$ cat src/rtl/uart_cmd_link.sv
// 8N1 UART link: sends the command byte on change or keep-alive, receives status bytes.
// Receive path is built only when UART_CMD_RX_EN is defined; otherwise rec/rec_valid/frame_err stay 0.
//
// state    | meaning
// IDLE     | line high, waiting for a reason to send (tx) / a low level (rx)
// START    | start bit: tx drives 0; rx waits half a bit, then rejects glitches
// DATA     | eight data bits, LSB first
// STOP     | stop bit: tx drives 1; rx checks the line is high
module uart_cmd_link #(
    parameter int CLKS_PER_BIT = 10417,
    parameter int REFRESH_CLKS = 1000000
) (
    input  logic       clk,
    input  logic       rst,
    input  logic [7:0] cmd,
    input  logic       cmd_en,
    input  logic       rx,
    output logic       tx,
    output logic       tx_busy,
    output logic [7:0] rec,
    output logic       rec_valid,
    output logic       frame_err
);
    localparam int CW = $clog2(CLKS_PER_BIT);
    localparam int RW = $clog2(REFRESH_CLKS);
    localparam logic [CW-1:0] BIT_LAST  = CW'(CLKS_PER_BIT - 1);
    localparam logic [CW-1:0] HALF_LAST = CW'(CLKS_PER_BIT / 2 - 1);
    localparam logic [RW-1:0] REF_LAST  = RW'(REFRESH_CLKS - 1);

    typedef enum logic [1:0] {S_IDLE, S_START, S_DATA, S_STOP} state_t;

    state_t          tx_state, tx_state_n;
    logic [CW-1:0]   tx_cnt, tx_cnt_n;
    logic [2:0]      tx_idx, tx_idx_n;
    logic [7:0]      shift, shift_n;
    logic [7:0]      last_sent, last_sent_n;
    logic            first, first_n;
    logic [RW-1:0]   ref_cnt, ref_cnt_n;
    logic            tx_go;

    always_ff @(posedge clk or negedge rst) begin
        if (!rst) begin
            tx_state  <= S_IDLE;
            tx_cnt    <= '0;
            tx_idx    <= '0;
            shift     <= '0;
            last_sent <= '0;
            first     <= 1'b1;
            ref_cnt   <= '0;
        end else begin
            tx_state  <= tx_state_n;
            tx_cnt    <= tx_cnt_n;
            tx_idx    <= tx_idx_n;
            shift     <= shift_n;
            last_sent <= last_sent_n;
            first     <= first_n;
            ref_cnt   <= ref_cnt_n;
        end
    end

    assign tx_go = cmd_en && (first || (cmd != last_sent) || (ref_cnt == REF_LAST));

    always_comb begin
        tx_state_n  = tx_state;
        tx_cnt_n    = tx_cnt;
        tx_idx_n    = tx_idx;
        shift_n     = shift;
        last_sent_n = last_sent;
        first_n     = first;
        ref_cnt_n   = (ref_cnt == REF_LAST) ? ref_cnt : ref_cnt + RW'(1);
        case (tx_state)
            S_IDLE: begin
                if (tx_go) begin
                    tx_state_n  = S_START;
                    tx_cnt_n    = BIT_LAST;
                    shift_n     = cmd;
                    last_sent_n = cmd;
                    first_n     = 1'b0;
                    ref_cnt_n   = '0;
                end
            end
            S_START: begin
                if (tx_cnt == '0) begin
                    tx_state_n = S_DATA;
                    tx_cnt_n   = BIT_LAST;
                    tx_idx_n   = '0;
                end else begin
                    tx_cnt_n = tx_cnt - CW'(1);
                end
            end
            S_DATA: begin
                if (tx_cnt == '0) begin
                    tx_cnt_n = BIT_LAST;
                    if (tx_idx == 3'd7) tx_state_n = S_STOP;
                    else                tx_idx_n   = tx_idx + 3'd1;
                end else begin
                    tx_cnt_n = tx_cnt - CW'(1);
                end
            end
            S_STOP: begin
                if (tx_cnt == '0) tx_state_n = S_IDLE;
                else              tx_cnt_n   = tx_cnt - CW'(1);
            end
            default: tx_state_n = S_IDLE;
        endcase
    end

    // Decoded straight from reset-cleared state so tx goes high the moment rst falls.
    always_comb begin
        tx = 1'b1;
        case (tx_state)
            S_START: tx = 1'b0;
            S_DATA:  tx = shift[tx_idx];
            default: tx = 1'b1;
        endcase
    end

    assign tx_busy = (tx_state != S_IDLE);

`ifdef UART_CMD_RX_EN
    state_t        rx_state, rx_state_n;
    logic [CW-1:0] rx_cnt, rx_cnt_n;
    logic [2:0]    rx_idx, rx_idx_n;
    logic [7:0]    rx_sh, rx_sh_n;
    logic [7:0]    rec_r, rec_n;
    logic          valid_r, valid_n;
    logic          err_r, err_n;
    logic          rx_s1, rx_s2;

    always_ff @(posedge clk or negedge rst) begin
        if (!rst) begin
            rx_s1    <= 1'b1;
            rx_s2    <= 1'b1;
            rx_state <= S_IDLE;
            rx_cnt   <= '0;
            rx_idx   <= '0;
            rx_sh    <= '0;
            rec_r    <= '0;
            valid_r  <= 1'b0;
            err_r    <= 1'b0;
        end else begin
            rx_s1    <= rx;
            rx_s2    <= rx_s1;
            rx_state <= rx_state_n;
            rx_cnt   <= rx_cnt_n;
            rx_idx   <= rx_idx_n;
            rx_sh    <= rx_sh_n;
            rec_r    <= rec_n;
            valid_r  <= valid_n;
            err_r    <= err_n;
        end
    end

    always_comb begin
        rx_state_n = rx_state;
        rx_cnt_n   = rx_cnt;
        rx_idx_n   = rx_idx;
        rx_sh_n    = rx_sh;
        rec_n      = rec_r;
        valid_n    = 1'b0;
        err_n      = 1'b0;
        case (rx_state)
            S_IDLE: begin
                if (!rx_s2) begin
                    rx_state_n = S_START;
                    rx_cnt_n   = HALF_LAST;
                end
            end
            S_START: begin
                if (rx_cnt == '0) begin
                    if (rx_s2) begin
                        rx_state_n = S_IDLE;
                    end else begin
                        rx_state_n = S_DATA;
                        rx_cnt_n   = BIT_LAST;
                        rx_idx_n   = '0;
                    end
                end else begin
                    rx_cnt_n = rx_cnt - CW'(1);
                end
            end
            S_DATA: begin
                if (rx_cnt == '0) begin
                    rx_sh_n  = {rx_s2, rx_sh[7:1]};
                    rx_cnt_n = BIT_LAST;
                    if (rx_idx == 3'd7) rx_state_n = S_STOP;
                    else                rx_idx_n   = rx_idx + 3'd1;
                end else begin
                    rx_cnt_n = rx_cnt - CW'(1);
                end
            end
            S_STOP: begin
                if (rx_cnt == '0) begin
                    rx_state_n = S_IDLE;
                    if (rx_s2) begin
                        rec_n   = rx_sh;
                        valid_n = 1'b1;
                    end else begin
                        err_n = 1'b1;
                    end
                end else begin
                    rx_cnt_n = rx_cnt - CW'(1);
                end
            end
            default: rx_state_n = S_IDLE;
        endcase
    end

    assign rec       = rec_r;
    assign rec_valid = valid_r;
    assign frame_err = err_r;
`else
    logic unused_rx;
    assign unused_rx = rx;
    assign rec       = 8'h00;
    assign rec_valid = 1'b0;
    assign frame_err = 1'b0;
`endif

endmodule
$ cat config.mk
export PLATFORM = sky130hd
export DESIGN_NAME = uart_cmd_link
export DESIGN_NICKNAME = d
export VERILOG_FILES = /design/src/rtl/uart_cmd_link.sv
export SDC_FILE = /design/constraint.sdc
export NUM_CORES = 1
export LEC_CHECK = 0
export CAP_MARGIN = 0
export CORE_ASPECT_RATIO = 0.9
export CORE_UTILIZATION = 30
export DETAILED_ROUTE_END_ITERATION = 10
export PLACE_DENSITY_LB_ADDON = 0.1
export SKIP_LAST_GASP = 1
export SLEW_MARGIN = 20
export SYNTH_ARGS = -nofsm -noshare
export SYNTH_HDL_FRONTEND = slang
export SYNTH_SLANG_ARGS = --single-unit
$ cat constraint.sdc
create_clock -name clk -period 2.9 [get_ports clk]
set_input_delay 0.58 -clock clk [delete_from_list [all_inputs] [get_ports clk]]
set_output_delay 0.58 -clock clk [all_outputs]
set_load 0.005 [all_outputs]
==> metrics.txt <==
fin crit share 95.5%; CTS H-tree lvls 2; Pre-antenna DRT Iters 4; Max VDD drop 0.342 mV; final setup violation count 0; CP arrival 2980 ps; Max clock buf depth 2; Util after Layout approximately 36%; Synth top cells by count 47 x dfrtp_1, 40 x nor2_1, 15 x nand2_1, 13 x xnor2_1, 12 x xor2_1; most frequent cell after synthesis dfrtp_1; status finished, final reports clean; Setup CP Type flip-flop to flip-flop; Total Nets Final 325; min-delay worst type primary input to async pin; die area 9610 um2; total number of vias a little over 2000; post-route minimum period 2770 ps; Clock Skew 5.66 ps; ratio of cells with drive above 1 in the final layout 13.8%; die width 103 um; clock sink count between 40 and 50; Root Buffer clkbuf_8; # port buffers 12; share of the synthesized area in the top cell type 42.5%; Comb power frac just under 50%; Area contributors post-synth dfrtp_1 43%, nor2_1 5.4%, xnor2_1 4.1%; Initial Util 31.5%; setup TNS 0 ps; Fillers slightly above 900; post-synthesis async set-or-reset flop share 100%; CTS tree done; post-synthesis register bit count 48; chip height 93.1 um; register area share after synthesis 43.5%; Int Power 1.81 mW; commonest register cell after synthesis dfrtp_1; relative slew slack 64.3%; Syn Inst Count 279; number of diodes 0; DRT iter0 DRCs 57; vias in the first global route 2011; post-synth top area cell dfrtp_1; largest net degree at the start of global routing 19; startpoint types flip-flop; Num CTS Buffers 5; routed wire length 5.82 mm; endpoint class of the critical path flip-flop; Post-synth EDFFs 0; Slew @ Worst Pin 532 ps; initial antenna violation count 0; Flop pwr share 35.4%; DPL Wire Length about 4.4 mm; Switching Share 40.1%; first-pass GRT wire length 9.76 mm; Clock transition at path regs 90 ps; Max Cap Viol 0; via-per-instance ratio 4.89; Hold Vio Cnt, Final 0; WL/cell 13.7 um; total grt overflow 0; Worst-Skew Late Latency 300 ps; P per Cell Area 948 nW/um2; P&R area growth vs syn 15.2%; antenna viol nets, final 0; total track usage 13.3%; Sw Pwr 1.21 mW; Core ar. 8770 um2; Max Fclk 0.361 GHz; P_leak 1.39 nW; Clock Power Share roughly 16%; crit path max fanout 9; mean post-synth cell area 9.91 um2; I/O Pins 24; setup repair after global routing missed its margin false; Worst EP required 3110 ps; final RePlAce weighted congestion 0.792; Mapped Area around 2800 um2; DRC 0; fin. max-slew vios 0; Synth cell types 48; Rows 32; Synth Warn # 0
repair_timing:
item                       CTS  global route
gates resized for setup      0             3
setup buffers                0             0
hold buffers                 0             0
setup endpoints to repair    0            31
through the flow:
step | worst slack, ps | hold WS (ps) | cell area [um2] | power [mW] | std cells
2_1_floorplan | 326 | 284 | 2800 | 2.11 | 288
3_3_place_gp | 92.1 | 471 | 3060 | 2.52 | 416
3_5_place_dp | 43.2 | 476 | 3060 | 2.52 | 416
4_1_cts | 40.4 | 170 | 3170 | 3.03 | 424
5_1_grt | 0.214 | 175 | 3190 | 3.30 | 424
6_report | 131 | 169 | 3190 | 3.02 | 424
path summary, 6_finish.rpt:
path                        startpoint         end  slack, ps  cells past startpoint
setup / recovery           ref_cnt[11]  tx_cnt[10]        130                      7
hold / removal                     rst  ref_cnt[8]        170                      1
setup reg to reg           ref_cnt[11]  tx_cnt[10]        130                      7
hold reg to reg                  first       first        480                      1
max in group asynchronous          rst       first       2100                      2
min in group clk                 first       first        480                      1
flip-flops by register name, summed over array words and instances (netlist names):
register / flops
tx_cnt: 14
tx_idx: 3
first: 1
last_sent: 8
tx_state: 2
ref_cnt: 20
layout make-up:
type	count	area [um2]	area share (%)
multi-input cells	214	1470	46.3
inverters	10	37.5	1.18
clock buffers	5	68.8	2.16
repair buffers	25	213	6.67
clock inverters	3	42.5	1.33
flip-flops and latches	48	1200	37.7
well taps	119	149	4.67
power by group through the flow:
stage                     sequential, mW  combinational [mW]  clock (mW)
after floorplan                     1.03                1.08           0
after global placement              1.08                1.43           0
after detailed placement            1.08                1.44           0
after CTS                           1.07                1.44       0.518
after global routing                1.11                1.64       0.542
final                               1.07                1.46       0.492
worst max-delay path, cell delays in order, from the launching register on:
cell and delay [ps]:
dfrtp_1 420, or4_1 510, or4_4 580, nor3_4 220, a2111oi_2 80, buf_4 190
or3_4 440, o31ai_1 240
kinds of logic (layout without fill, tap and decap cells):
| family | count (synthesis) | in the layout | share of synthesized area [%] |
|---|---|---|---|
| AND/OR/NAND/NOR | 103 | 103 | 19.3 |
| buffers and inverters | 26 | 43 | 5.07 |
| flip-flops | 48 | 48 | 43.5 |
| adder cells (fa/ha/maj) | 9 | 9 | 4.07 |
| other | 1 | 10 | 0.136 |
| multiplexers | 15 | 15 | 6.79 |
| AO/OA/AOI/OAI | 52 | 52 | 13.2 |
| XOR/XNOR | 25 | 25 | 7.92 |
cells in the final DEF, fill, tap and decap left out, types with 5 or more instances in the layout:
cell type        Yosys  final
dfrtp_1             47     47
xnor2_1             13     13
nor2_1              40     39
a21oi_1              8      8
xor2_1              12     12
a22o_1               6      6
o21bai_1             5      5
nand2_1             15     15
inv_1               10     10
nor4_1               5      5
conb_1               1     10
ha_1                 9      9
nor3_1               8      8
o21ai_0             10     10
mux2_2              10     10
clkbuf_8             0      5
clkdlybuf4s50_1      0     11
buf_4               10     13
layer usage:
| layer | vias to the layer above | part of all wire [%] | track usage, % |
|---|---|---|---|
| met5 | - | 0 | 0 |
| met4 | 0 | 1.8 | 4.93 |
| met3 | 9 | 3.2 | 2.77 |
| met2 | 37 | 43 | 19.7 |
| met1 | 998 | 52 | 19.0 |
| li1 | 1028 | - | - |
(Power assumes the default switching activity.)
